==> src/rtl/uart_dbus_master_pkg.sv <==
// ============================================================================
// Module : uart_dbus_master_pkg
// Brief  : Shared state encodings, dbus widths and default command bytes.
// Rev    : 1.0  initial release
// ============================================================================
`default_nettype none

package uart_dbus_master_pkg;

    localparam int c_DBUS_AW = 8;
    localparam int c_DBUS_DW = 8;

    localparam logic [7:0] c_DEF_CMD_WR   = 8'h57;
    localparam logic [7:0] c_DEF_CMD_RD   = 8'h52;
    localparam logic [7:0] c_DEF_RESP_ERR = 8'h3F;
    localparam logic [7:0] c_DEF_RESP_ACK = 8'h4B;

    typedef enum logic [2:0] {
        IDLE     = 3'd0,
        GET_ADDR = 3'd1,
        GET_DATA = 3'd2,
        BUS_WR   = 3'd3,
        BUS_RD   = 3'd4,
        TX_WAIT  = 3'd5
    } state_t;

endpackage

`default_nettype wire

==> src/rtl/uart_dbus_timer.sv <==
// ============================================================================
// Module : uart_dbus_timer
// Brief  : Inter-byte timeout counter; done flags the last idle cycle.
// Rev    : 1.0  initial release
// ============================================================================
`default_nettype none

module uart_dbus_timer #(
    parameter int TIMEOUT_CYCLES = 1000000
) (
    input  logic sysclk,
    input  logic reset,
    input  logic clear,
    input  logic enable,
    output logic done
);

    generate
        if (TIMEOUT_CYCLES == 0) begin : g_disabled
            logic w_unused_tmr;
            assign w_unused_tmr = sysclk ^ reset ^ clear ^ enable;
            assign done         = 1'b0;
        end else begin : g_counter
            localparam int             c_W    = $clog2(TIMEOUT_CYCLES + 1);
            localparam logic [c_W-1:0] c_TERM = c_W'(TIMEOUT_CYCLES - 1);

            logic [c_W-1:0] r_count;

            always_ff @(posedge sysclk or posedge reset) begin
                if (reset) begin
                    r_count <= '0;
                end else if (clear) begin
                    r_count <= '0;
                end else if (enable && !done) begin
                    r_count <= r_count + c_W'(1);
                end
            end

            // Terminal count: the FSM leaves on the edge that completes the window.
            assign done = enable && (r_count == c_TERM);
        end
    endgenerate

endmodule

`default_nettype wire

==> src/rtl/uart_dbus_master.sv <==
// ============================================================================
// Module : uart_dbus_master
// Brief  : UART byte stream to register-bus initiator (W addr data / R addr).
//          `UART_DBUS_WRACK_EN: send RESP_ACK after every completed write.
// Rev    : 1.0  initial release
// ============================================================================
`default_nettype none

module uart_dbus_master
    import uart_dbus_master_pkg::*;
#(
    parameter int         TIMEOUT_CYCLES = 1000000,
    parameter logic [7:0] CMD_WR         = c_DEF_CMD_WR,
    parameter logic [7:0] CMD_RD         = c_DEF_CMD_RD,
    parameter logic [7:0] RESP_ERR       = c_DEF_RESP_ERR,
    parameter logic [7:0] RESP_ACK       = c_DEF_RESP_ACK
) (
    input  logic                 sysclk,
    input  logic                 reset,
    input  logic [7:0]           rx_data,
    input  logic                 rx_valid,
    output logic [7:0]           tx_data,
    output logic                 tx_valid,
    input  logic                 tx_ready,
    output logic [c_DBUS_AW-1:0] uart_reg,
    output logic [c_DBUS_DW-1:0] uart_dbus_in,
    output logic                 uart_dbus_w,
    output logic                 uart_dbus_r,
    input  logic [c_DBUS_DW-1:0] uart_dbus_out,
    output logic                 busy,
    output logic                 rx_drop
);

    state_t               r_state;
    state_t               w_state_nxt;
    logic                 r_is_wr;
    logic [7:0]           r_tx_data;
    logic [c_DBUS_AW-1:0] r_reg;
    logic [c_DBUS_DW-1:0] r_din;
    logic                 r_rx_drop;
    logic                 w_in_get;
    logic                 w_timeout;
    logic                 w_is_cmd;

    assign w_in_get = (r_state == GET_ADDR) || (r_state == GET_DATA);
    assign w_is_cmd = (rx_data == CMD_WR) || (rx_data == CMD_RD);

    uart_dbus_timer #(
        .TIMEOUT_CYCLES (TIMEOUT_CYCLES)
    ) u_timer (
        .sysclk (sysclk),
        .reset  (reset),
        .clear  (rx_valid || !w_in_get),
        .enable (w_in_get),
        .done   (w_timeout)
    );

    always_ff @(posedge sysclk or posedge reset) begin
        if (reset) begin
            r_state <= IDLE;
        end else begin
            r_state <= w_state_nxt;
        end
    end

    always_comb begin
        w_state_nxt = r_state;
        uart_dbus_w = 1'b0;
        uart_dbus_r = 1'b0;
        tx_valid    = 1'b0;
        case (r_state)
            IDLE: begin
                if (rx_valid) begin
                    w_state_nxt = w_is_cmd ? GET_ADDR : TX_WAIT;
                end
            end
            // A byte arriving on the timeout cycle still counts.
            GET_ADDR: begin
                if (rx_valid) begin
                    w_state_nxt = r_is_wr ? GET_DATA : BUS_RD;
                end else if (w_timeout) begin
                    w_state_nxt = IDLE;
                end
            end
            GET_DATA: begin
                if (rx_valid) begin
                    w_state_nxt = BUS_WR;
                end else if (w_timeout) begin
                    w_state_nxt = IDLE;
                end
            end
            BUS_WR: begin
                uart_dbus_w = 1'b1;
`ifdef UART_DBUS_WRACK_EN
                w_state_nxt = TX_WAIT;
`else
                w_state_nxt = IDLE;
`endif
            end
            BUS_RD: begin
                uart_dbus_r = 1'b1;
                w_state_nxt = TX_WAIT;
            end
            TX_WAIT: begin
                tx_valid = 1'b1;
                if (tx_ready) begin
                    w_state_nxt = IDLE;
                end
            end
            default: begin
                w_state_nxt = IDLE;
            end
        endcase
    end

    always_ff @(posedge sysclk or posedge reset) begin
        if (reset) begin
            r_is_wr   <= 1'b0;
            r_tx_data <= '0;
            r_reg     <= '0;
            r_din     <= '0;
            r_rx_drop <= 1'b0;
        end else begin
            case (r_state)
                IDLE: begin
                    if (rx_valid) begin
                        if (w_is_cmd) begin
                            r_is_wr <= (rx_data == CMD_WR);
                        end else begin
                            r_tx_data <= RESP_ERR;
                        end
                    end
                end
                GET_ADDR: begin
                    if (rx_valid) begin
                        r_reg <= rx_data;
                    end
                end
                GET_DATA: begin
                    if (rx_valid) begin
                        r_din <= rx_data;
                    end
                end
                BUS_RD: begin
                    r_tx_data <= uart_dbus_out;
                end
`ifdef UART_DBUS_WRACK_EN
                BUS_WR: begin
                    r_tx_data <= RESP_ACK;
                end
`endif
                default: begin
                end
            endcase
            if (rx_valid && (r_state == BUS_WR || r_state == BUS_RD || r_state == TX_WAIT)) begin
                r_rx_drop <= 1'b1;
            end
        end
    end

`ifndef UART_DBUS_WRACK_EN
    logic w_unused_ack;
    assign w_unused_ack = ^RESP_ACK;
`endif

    assign tx_data      = r_tx_data;
    assign uart_reg     = r_reg;
    assign uart_dbus_in = r_din;
    assign busy         = (r_state != IDLE);
    assign rx_drop      = r_rx_drop;

endmodule

`default_nettype wire
==> config.mk <==
export PLATFORM = sky130hd
export DESIGN_NAME = uart_dbus_master
export DESIGN_NICKNAME = d
export VERILOG_FILES = /design/src/rtl/uart_dbus_master_pkg.sv /design/src/rtl/uart_dbus_timer.sv /design/src/rtl/uart_dbus_master.sv
export SDC_FILE = /design/constraint.sdc
export NUM_CORES = 1
export LEC_CHECK = 0
export CAP_MARGIN = 5
export CELL_PAD_IN_SITES_DETAIL_PLACEMENT = 0
export CELL_PAD_IN_SITES_GLOBAL_PLACEMENT = 2
export CORE_MARGIN = 2
export CORE_UTILIZATION = 32
export CTS_CLUSTER_DIAMETER = 200
export DETAILED_ROUTE_END_ITERATION = 10
export PLACE_DENSITY_LB_ADDON = 0.1
export SETUP_SLACK_MARGIN = 0.05
export SYNTH_ARGS = -nofsm -noshare
export SYNTH_HDL_FRONTEND = slang
export SYNTH_SLANG_ARGS = --single-unit
==> constraint.sdc <==
create_clock -name sysclk -period 2.25 [get_ports sysclk]
set_input_delay 0.3375 -clock sysclk [delete_from_list [all_inputs] [get_ports sysclk]]
set_output_delay 0.3375 -clock sysclk [all_outputs]
set_load 0.02 [all_outputs]
==> metrics.txt <==
count leader, synth=dfrtp_1; syn avg cell area=between 10 and 15 um2; Seq/Total Area, Yosys=a little over half; cell count after synthesis=between 200 and 250; antenna viol nets, final=0; relative slew slack=between 60% and 70%; Inserted Clock Buffers=5; first-pass GRT wire length=~8700 um; Synth area leader=dfrtp_1; # rows=31; fin crit period=about 2.1 ns; Final nets=290; number of synthesized flops with an enable pin=0; Power Dens Cells=about 950 mW/mm2; number of global-route vias before repair=around 1800; leakage=0.001278 uW; unrepaired setup endpoints after global routing=no; status=complete, no violations; Multi-input gate area=approximately 0.0010 mm2; design area=0.003123 mm2; GR Overflow Total=0; max-slew violation count=0; core area=0.007137 mm2; dominant combinational cell family by area after synthesis=simple AND/OR/NAND/NOR gates; largest net degree at the start of global routing=34; worst-margin pin slew=0.4732 ns; Clock Path Buffers=2; CP cell instances=nor2_1 -> nand2_1 -> inv_1 -> clkdlybuf4s50_1; max-cap check violation count=0; multiplexer share of the synthesized area=9.115%; synth warn=0; Detailed Routing Iterations Pass 1=4; compound-cell area share of the yosys netlist=between 10 and 15%; layout cells sized above 1=between 15 and 20%; Synth Area in Adders=less than 1%; Simple-Gate Fraction of Synth Area=between 20% and 30%; GRT Util Overall=between 10 and 15%; # fillers=around 710; WP data required=between 1.5 and 2 ns; endpoints failing setup=0; Clock Sinks=49; hpwl dp=3722 um; final-report hold violation count=0; Die H=89.14 um; drt initial violations=24; Synth area leaders=dfrtp_1 (53%), mux2_2 (7.8%), nand2_1 (2.4%); XOR/XNOR share of the synthesized area=3.020%; Worst setup EP type=output pin; worst hold margin=between 0.3 and 0.4 ns; Data arrival, critical path=about 1.8 ns; Routed WL per cell=~14 um; I/O pin cnt=about 50; Max FO, Critical Path=10; worst skew pair latency=just over 0.3 ns; Largest register FFs=20; Post-CTS Hold Buffers=0; maximum vdd drop=0.0003855 V; Reg clk slew, reported paths=~0.090 ns; Primary FF master, synth=dfrtp_1; count of cell types in the netlist=46; via count=around 1800; placed cell area=~0.003 mm2; slowest stage delay, CP=0.62 ns; Final Wtd Congestion=0.7414; ANT cells=0; Die Footprint=0.007946 mm2; postcts setup bufs=0; DRC=0; final design utilization=43.76%; CTS HTree Levels=2; Fmax achieved=0.4754 GHz; clk_skew=roughly 0.0043 ns; CTS root buffer=clkbuf_8; Slowest cell on crit path=clkdlybuf4s50_1; Die W=between 80 and 90 um; Hold Crit Class=input pin to asynchronous set/reset pin; Final Power=a little under 3000 uW; crit path buf inv count=2; Reg area=around 0.0012 mm2; drt via density=a little under 5; asr flop ratio synth=between 90% and 100%; Top reg by flops=u_timer.g_counter.r_count; starting density of the core=32.50%; TritonCTS clock tree=done; Yosys top cell area share=52.86%; crit-path leading delay family=buffers and inverters; synthesized area=about 0.0023 mm2; P&R area growth vs syn=34.63%; critical path type=flip-flop to output pin; Port Buffer Count=48; initial antenna violation count=0; WL final=between 5000 and 6000 um; type of origin of the critical path=flip-flop; fin crit share=93.49%; syn nets=230; synth cell count leaders=dfrtp_1 (49), mux2_2 (16), nand2_1 (15); Seq cells post-synth=around 50
-- per-stage QoR --
stage	setup slack (ns)	setup TNS, ns	instances
3_5_place_dp	-0.06677	-0.06677	361
5_1_grt	0.05531	0	369
2_1_floorplan	0.5283	0	209
4_1_cts	0.07378	0	369
3_3_place_gp	-0.02475	-0.02475	361
6_report	0.1465	0	369
-- metal layers --
metal	track usage [%]	up-vias	wire length, um
met3	3.693	12	213
met5	0	-	0
met4	6.242	0	126
met1	19.52	870	2552
li1	-	880	-
met2	21.01	40	2315
-- power by group --
part           total [uW]  switching [uW]  internal (uW)  leakage (uW)
Clock                 672             310            362     0.0000574
Combinational        1140             551            589      0.000599
Sequential           1170             114           1060      0.000621
Total                2980             976           2010       0.00128
-- logic make-up (layout without fill, tap and decap cells) --
| logic type | after synthesis | count (layout) |
|---|---|---|
| flops | 49 | 49 |
| simple gates | 79 | 79 |
| fa+ha+maj | 1 | 1 |
| mux | 19 | 19 |
| compound gates | 40 | 40 |
| buf+inv | 13 | 74 |
| xor+xnor | 8 | 8 |
-- cell type report --
type                       count  share of cell area (%)
sequential                    49                   39.34
multi-input combinational    147                   33.45
clock buffer                   6                   2.644
inverter                       6                  0.7212
timing repair buffer          60                   18.67
tap                           99                   3.966
clock inverter                 2                   1.202
-- cells in the final DEF (no fill, tap or decap), types with 2 or more instances in the layout --
cell type / instances
a211oi_1: 2
a21oi_1: 10
a31oi_1: 5
and3_1: 5
and4_1: 2
buf_4: 11
clkbuf_8: 6
clkdlybuf4s50_1: 48
dfrtp_1: 47
dfrtp_2: 2
inv_1: 5
mux2_2: 16
mux2i_1: 2
nand2_1: 15
nand2b_1: 3
nand3_1: 9
nand4_1: 5
nor2_1: 12
nor2b_1: 3
nor3_1: 3
o21a_1: 2
o21ai_0: 6
o22a_1: 6
o2bb2ai_1: 2
o31ai_1: 3
or3_1: 4
or4_1: 4
xnor2_1: 5
xor2_1: 3
-- what timing repair did --
| action | in CTS | in global routing |
|---|---|---|
| gates cloned | 0 | 0 |
| setup endpoints to repair | 1 | 2 |
| gates resized for setup | 1 | 2 |
| hold endpoints to repair | 0 | 0 |
-- worst paths after layout --
check,from,to,slack [ns],depth (start not counted)
max in group asynchronous,reset,r_state[2],1.41,3
worst min-delay path,reset,u_timer.g_counter.r_count[15],0.32,2
worst min register to register,rx_drop,rx_drop,0.48,1
worst max register to register,u_timer.g_counter.r_count[13],r_state[1],0.32,4
worst max-delay path,r_state[1],uart_dbus_r,0.15,4
min in group sysclk,rx_drop,rx_drop,0.48,1
Note: power is estimated with default switching activity, not from simulation.
